## config.mk

```make
export PLATFORM = sky130hd
export DESIGN_NAME = fetch_queue_flat
export DESIGN_NICKNAME = d
export VERILOG_FILES = /design/src/rtl/fetch_queue_if.sv /design/src/rtl/fetch_queue.sv /design/src/flat_wrapper.sv
export SDC_FILE = /design/constraint.sdc
export NUM_CORES = 1
export LEC_CHECK = 0
export CORE_ASPECT_RATIO = 1.4
export CORE_MARGIN = 4
export CORE_UTILIZATION = 35
export DETAILED_ROUTE_END_ITERATION = 6
export GPL_ROUTABILITY_DRIVEN = 0
export MAX_ROUTING_LAYER = met4
export SYNTH_ARGS = -nofsm -noshare
export SYNTH_HDL_FRONTEND = slang
export SYNTH_SLANG_ARGS = --single-unit
```

## constraint.sdc

```tcl
create_clock -name clk -period 2.8 [get_ports clk]
set_clock_uncertainty 0.1 [all_clocks]
set_input_delay 0.28 -clock clk [delete_from_list [all_inputs] [get_ports clk]]
set_output_delay 0.28 -clock clk [all_outputs]
set_load 0.03 [all_outputs]
```

## src/rtl/fetch_queue_if.sv

```systemverilog
// Fetch-stage bus bundle: PC handshake, instruction-memory req/ack port,
// decode-side valid/ready port and the branch flush strobe.
// master = the fetch queue itself, slave = the surrounding PC/memory/decode.
interface fetch_queue_if #(
  parameter int ADDR_W = 8,
  parameter int DATA_W = 8
);
  logic [ADDR_W-1:0] pc_addr;
  logic              pc_hold;
  logic              mem_req;
  logic [ADDR_W-1:0] mem_addr;
  logic              mem_ack;
  logic [DATA_W-1:0] mem_data;
  logic              ins_valid;
  logic              ins_ready;
  logic [DATA_W-1:0] ins_data;
  logic [ADDR_W-1:0] ins_addr;
  logic              flush;

  modport master (
    input  pc_addr, flush, mem_ack, mem_data, ins_ready,
    output pc_hold, mem_req, mem_addr, ins_valid, ins_data, ins_addr
  );

  modport slave (
    output pc_addr, flush, mem_ack, mem_data, ins_ready,
    input  pc_hold, mem_req, mem_addr, ins_valid, ins_data, ins_addr
  );
endinterface

```

## src/rtl/fetch_queue.sv

```systemverilog
// Instruction fetch queue: takes the PC address, fetches it over a
// variable-latency req/ack port (one request in flight) and buffers the
// returned word, tagged with its address, in a small FIFO towards decode.
//
// state   | meaning
// --------+------------------------------------------------------------
// ST_IDLE | no request outstanding; launches when FIFO has room
// ST_WAIT | request outstanding, returned word will be pushed
// ST_DROP | request outstanding after a flush, returned word discarded
module fetch_queue #(
  parameter int ADDR_W = 8,
  parameter int DATA_W = 8,
  parameter int DEPTH  = 2
) (
  input logic          clk,
  input logic          rst,
  fetch_queue_if.master bus
);

  localparam int PTR_W = (DEPTH > 1) ? $clog2(DEPTH) : 1;
  localparam int CNT_W = $clog2(DEPTH + 1);
  localparam logic [CNT_W-1:0] DEPTH_CNT = CNT_W'(DEPTH);

  typedef enum logic [1:0] {
    ST_IDLE = 2'd0,
    ST_WAIT = 2'd1,
    ST_DROP = 2'd2
  } state_t;

  state_t            state;
  state_t            state_next;
  logic              mem_req_next;
  logic [ADDR_W-1:0] mem_addr_next;

  logic [CNT_W-1:0]  count;
  logic [PTR_W-1:0]  rd_ptr;
  logic [PTR_W-1:0]  wr_ptr;
  logic [ADDR_W-1:0] addr_mem [DEPTH];
  logic [DATA_W-1:0] data_mem [DEPTH];

  logic launch;
  logic ack;
  logic push;
  logic pop;

  // An ack only counts while a request is actually outstanding.
  assign ack    = bus.mem_req & bus.mem_ack;
  // Room is checked at launch time, so the eventual push always fits.
  assign launch = (state == ST_IDLE) && (count < DEPTH_CNT) && !bus.flush && !rst;
  assign bus.pc_hold = !launch;

  assign bus.ins_valid = (count != '0);
  assign bus.ins_data  = data_mem[rd_ptr];
  assign bus.ins_addr  = addr_mem[rd_ptr];
  assign pop           = bus.ins_valid & bus.ins_ready;

  // Next-state, request and push decode.
  always_comb begin
    state_next    = state;
    mem_req_next  = bus.mem_req;
    mem_addr_next = bus.mem_addr;
    push          = 1'b0;
    case (state)
      ST_IDLE: begin
        if (launch) begin
          mem_req_next  = 1'b1;
          mem_addr_next = bus.pc_addr;
          state_next    = ST_WAIT;
        end
      end
      ST_WAIT: begin
        if (ack) begin
          push         = !bus.flush;
          mem_req_next = 1'b0;
          state_next   = ST_IDLE;
        end else if (bus.flush) begin
          state_next = ST_DROP;
        end
      end
      ST_DROP: begin
        if (ack) begin
          mem_req_next = 1'b0;
          state_next   = ST_IDLE;
        end
      end
      default: begin
        mem_req_next = 1'b0;
        state_next   = ST_IDLE;
      end
    endcase
  end

  // State and memory request registers.
  always_ff @(posedge clk) begin
    if (rst) begin
      state        <= ST_IDLE;
      bus.mem_req  <= 1'b0;
      bus.mem_addr <= '0;
    end else begin
      state        <= state_next;
      bus.mem_req  <= mem_req_next;
      bus.mem_addr <= mem_addr_next;
    end
  end

  // FIFO occupancy and pointers; flush empties the queue and drops that cycle's push/pop.
  always_ff @(posedge clk) begin
    if (rst || bus.flush) begin
      count  <= '0;
      rd_ptr <= '0;
      wr_ptr <= '0;
    end else begin
      if (push) wr_ptr <= wr_ptr + 1'b1;
      if (pop)  rd_ptr <= rd_ptr + 1'b1;
      case ({push, pop})
        2'b10:   count <= count + 1'b1;
        2'b01:   count <= count - 1'b1;
        default: count <= count;
      endcase
    end
  end

  // FIFO storage; cleared on reset so the idle head reads as zero.
  always_ff @(posedge clk) begin
    if (rst) begin
      for (int i = 0; i < DEPTH; i++) begin
        addr_mem[i] <= '0;
        data_mem[i] <= '0;
      end
    end else if (push) begin
      addr_mem[wr_ptr] <= bus.mem_addr;
      data_mem[wr_ptr] <= bus.mem_data;
    end
  end

endmodule
```

## src/flat_wrapper.sv

```systemverilog
// flat-port wrapper written by rule: the top's interface ports become plain ports
module fetch_queue_flat 
#(
  parameter int ADDR_W = 8,
  parameter int DATA_W = 8,
  parameter int DEPTH  = 2
)
  (clk, rst, bus_pc_addr, bus_flush, bus_mem_ack, bus_mem_data, bus_ins_ready, bus_pc_hold, bus_mem_req, bus_mem_addr, bus_ins_valid, bus_ins_data, bus_ins_addr);
  fetch_queue_if #(.ADDR_W(ADDR_W), .DATA_W(DATA_W)) bus_i ();
  input logic clk;
  input logic rst;
  input wire logic [$bits(bus_i.pc_addr)-1:0] bus_pc_addr;
  input wire logic [$bits(bus_i.flush)-1:0] bus_flush;
  input wire logic [$bits(bus_i.mem_ack)-1:0] bus_mem_ack;
  input wire logic [$bits(bus_i.mem_data)-1:0] bus_mem_data;
  input wire logic [$bits(bus_i.ins_ready)-1:0] bus_ins_ready;
  output wire logic [$bits(bus_i.pc_hold)-1:0] bus_pc_hold;
  output wire logic [$bits(bus_i.mem_req)-1:0] bus_mem_req;
  output wire logic [$bits(bus_i.mem_addr)-1:0] bus_mem_addr;
  output wire logic [$bits(bus_i.ins_valid)-1:0] bus_ins_valid;
  output wire logic [$bits(bus_i.ins_data)-1:0] bus_ins_data;
  output wire logic [$bits(bus_i.ins_addr)-1:0] bus_ins_addr;
  assign bus_i.pc_addr = bus_pc_addr;
  assign bus_i.flush = bus_flush;
  assign bus_i.mem_ack = bus_mem_ack;
  assign bus_i.mem_data = bus_mem_data;
  assign bus_i.ins_ready = bus_ins_ready;
  assign bus_pc_hold = bus_i.pc_hold;
  assign bus_mem_req = bus_i.mem_req;
  assign bus_mem_addr = bus_i.mem_addr;
  assign bus_ins_valid = bus_i.ins_valid;
  assign bus_ins_data = bus_i.ins_data;
  assign bus_ins_addr = bus_i.ins_addr;
  fetch_queue #(.ADDR_W(ADDR_W), .DATA_W(DATA_W), .DEPTH(DEPTH)) u_core (.clk(clk), .rst(rst), .bus(bus_i));
endmodule
```

==> run metrics <==
Slowest cell on crit path=sky130_fd_sc_hd__clkdlybuf4s50_1; worst hold path type=flip-flop to flip-flop; most common library cell in the layout ignoring fill and taps=sky130_fd_sc_hd__clkdlybuf4s50_1; CTS sink cnt=48; Yosys warning count=0; most common cell type on the critical path=sky130_fd_sc_hd__inv_1; share of layout cells above drive strength 1=about 15%; CP Cell Sequence=inv_1 > ha_1 > nor4b_4 > inv_1 > clkdlybuf4s50_1; global-route wire length before repair=6548 µm; register-to-register setup slack=0.61 ns; register area share after synthesis=60.70%; combined area of the multi-input logic cells=779.5 µm²; worst path required time=2.42 ns; cell type with the highest aggregate area in the netlist=sky130_fd_sc_hd__edfxtp_1; clk_lat worst skew=0.29 ns; min cycle time layout=2.222 ns; number of distinct standard cells referenced by the synthesized netlist=23; final design utilization=47.20%; post-synthesis instance area=roughly 2100 µm²; count of port buffers added during placement=47; number of register bits inferred by synthesis=48; data arrival time of the critical path=about 1.8 ns; final routed wirelength across all metal layers=3925 µm; total power draw=1587 µW; dpl hpwl=2951 µm; CTS Buffer Depth=2; TritonCTS clock tree=built; average cell area after synthesis=11.99 µm²; GR met1 Demand/Resource=12.83%; routed via count divided by cell count=4.450; Worst setup EP type=primary output; hold_buf cts=0; routed len/inst=about 13 µm; drt pass-1 iters=4; most used cells in the layout excluding fill and tap cells=sky130_fd_sc_hd__clkdlybuf4s50_1, sky130_fd_sc_hd__edfxtp_1, sky130_fd_sc_hd__and2_1, sky130_fd_sc_hd__nor2_1; area growth from synthesis to final layout=31.12%; clock-pin slew of the registers on the worst-case setup and hold paths=roughly 0.090 ns; root cell of the clock tree=sky130_fd_sc_hd__clkbuf_8; 1st-iter DRT viols=58; share of Yosys cell area claimed by the top area cell type=45.52%; Initial Util=36.00%; number of nets still failing antenna checks after routing=0; Top-Level Pins=48; fillers=approximately 580; count of maximum capacitance violations=0; maximum number of pins on one net before global-route repair=19; kind of launch point of the worst setup path=flip-flop; number of buffers inserted during clock tree synthesis=5; instance count of the mapped netlist=about 180; core footprint=between 5000 and 6000 µm²; worst IR drop on VDD=0.0003763 V; Total Negative Setup Slacks=0 ns; leakage power=0.0009846 µW; path depth of the worst reg2reg path=6; Residual DRC=0; Post-Synthesis Net Count=202; number of antenna violations at the first check in global routing=0; std cell rows=33; Die X=73.64 µm; total routing resource utilization after global routing=11.95%; vias after detailed routing=1335; achievable clock frequency=0.4500 GHz; Final Hold Fails=0; buffer count from post-CTS setup fixing=0; vias in the first global route=around 1.4k; Net count, final=between 200 and 300; hold depth=2; Final Cycle Share=79.37%; Max-slew headroom=68.17%; htree depth=2; met2 routing resource usage after global routing=20.83%; transition at the pin with the smallest max-transition slack=roughly 0.47 ns; number of resized instances in the post-cts repair step=0; synth top area cells=sky130_fd_sc_hd__edfxtp_1, sky130_fd_sc_hd__dfxtp_1, sky130_fd_sc_hd__mux2_2, sky130_fd_sc_hd__and2_1, sky130_fd_sc_hd__nand2b_1; PD cells=573.5 nW/µm²; busiest grt layer=met2; area enclosed by the die boundary=7355 µm²; largest fanout of any net on the critical path=4; grt ovf=0; sequential standard cell area=around 1300 µm²; Setup Crit Path Kind=flip-flop to primary output; met3 track utilization from global routing=3.106%; number of pins exceeding their max-slew limit in the final report=0; result of the run=finished, final reports clean; final number of setup-violating endpoints=0; stage delay of the slowest cell on the critical path=0.59 ns; height of the die=approximately 100 µm; Antenna Cells=0; unrepaired setup endpoints after global routing=no
cells by family after synthesis:
group / Yosys count / share of synthesized area [%]
XOR/XNOR: 3 / 1.245
buffers and inverters: 13 / 2.371
AND/OR/NAND/NOR: 72 / 19.50
flip-flops: 48 / 60.70
adder cells (fa/ha/maj): 5 / 2.964
multiplexers: 16 / 8.536
AO/OA/AOI/OAI: 19 / 4.683
flip-flops by register name, summed over array words and instances, names as in the netlist, named ones only:
name / cells
u_core.count: 2
u_core.data_mem: 16
u_core.rd_ptr: 1
u_core.bus.mem_addr: 8
u_core.wr_ptr: 1
u_core.bus.mem_req: 1
u_core.state: 2
u_core.addr_mem: 16
through the flow:
step | hold WS (ns) | instance area [µm²] | instances | worst slack (ns)
2_1_floorplan | 0.2886 | 2111 | 176 | 0.6550
3_3_place_gp | 0.3882 | 2686 | 292 | 0.5117
3_5_place_dp | 0.3871 | 2686 | 292 | 0.4866
4_1_cts | 0.4135 | 2768 | 300 | 0.5289
5_1_grt | 0.4354 | 2768 | 300 | 0.4485
6_report | 0.4105 | 2768 | 300 | 0.5777
critical path, delay by kind of cell, from the launching register on:
kind          cells  cell delay [ns]
simple gates      1             0.24
buf+inv           3             0.78
fa+ha+maj         1             0.20
flops             1             0.32
cells in the mapped netlist:
library cell	n
sky130_fd_sc_hd__nor2b_2	1
sky130_fd_sc_hd__ha_1	5
sky130_fd_sc_hd__xnor2_1	2
sky130_fd_sc_hd__nor2_1	18
sky130_fd_sc_hd__xor2_1	1
sky130_fd_sc_hd__and2_1	21
sky130_fd_sc_hd__nor3_2	2
sky130_fd_sc_hd__o41ai_1	1
sky130_fd_sc_hd__inv_1	6
sky130_fd_sc_hd__or3_1	3
sky130_fd_sc_hd__mux2_2	16
sky130_fd_sc_hd__dfxtp_1	16
sky130_fd_sc_hd__buf_2	1
sky130_fd_sc_hd__a21oi_1	5
sky130_fd_sc_hd__o21ai_0	13
sky130_fd_sc_hd__nand2_1	9
sky130_fd_sc_hd__nand2b_1	12
sky130_fd_sc_hd__nor4b_4	1
sky130_fd_sc_hd__or2_2	3
sky130_fd_sc_hd__or3b_1	1
sky130_fd_sc_hd__edfxtp_1	32
sky130_fd_sc_hd__clkbuf_1	6
sky130_fd_sc_hd__nand3_1	1
metal layers:
metal / vias up / part of all wire, %
li1: 706 / -
met1: 596 / 40
met2: 29 / 54
met3: 4 / 5.0
met4: 0 / 1.2
met5: - / 0
layout make-up:
cell class	count	share of cell area, %
flip-flops and latches	48	46.29
clock buffers	7	2.758
repair buffers	53	18.63
multi-input cells	115	28.16
clock inverters	1	0.1808
well taps	70	3.165
inverters	6	0.8137
worst paths after layout:
| check | startpoint | to |
|---|---|---|
| max | u_core.state[1] | bus_pc_hold |
| min | u_core.state[0] | u_core.state[0] |
| max reg2reg | u_core.state[1] | u_core.data_mem[1][5] |
| min reg2reg | u_core.state[0] | u_core.state[0] |
power by group:
part	internal, µW	total, µW	leakage [µW]	switching, µW
clock network	176	391	0.0000422	216
logic	165	362	0.000481	198
registers	805	834	0.000461	28.1
Note: power is estimated with default switching activity, not from simulation.
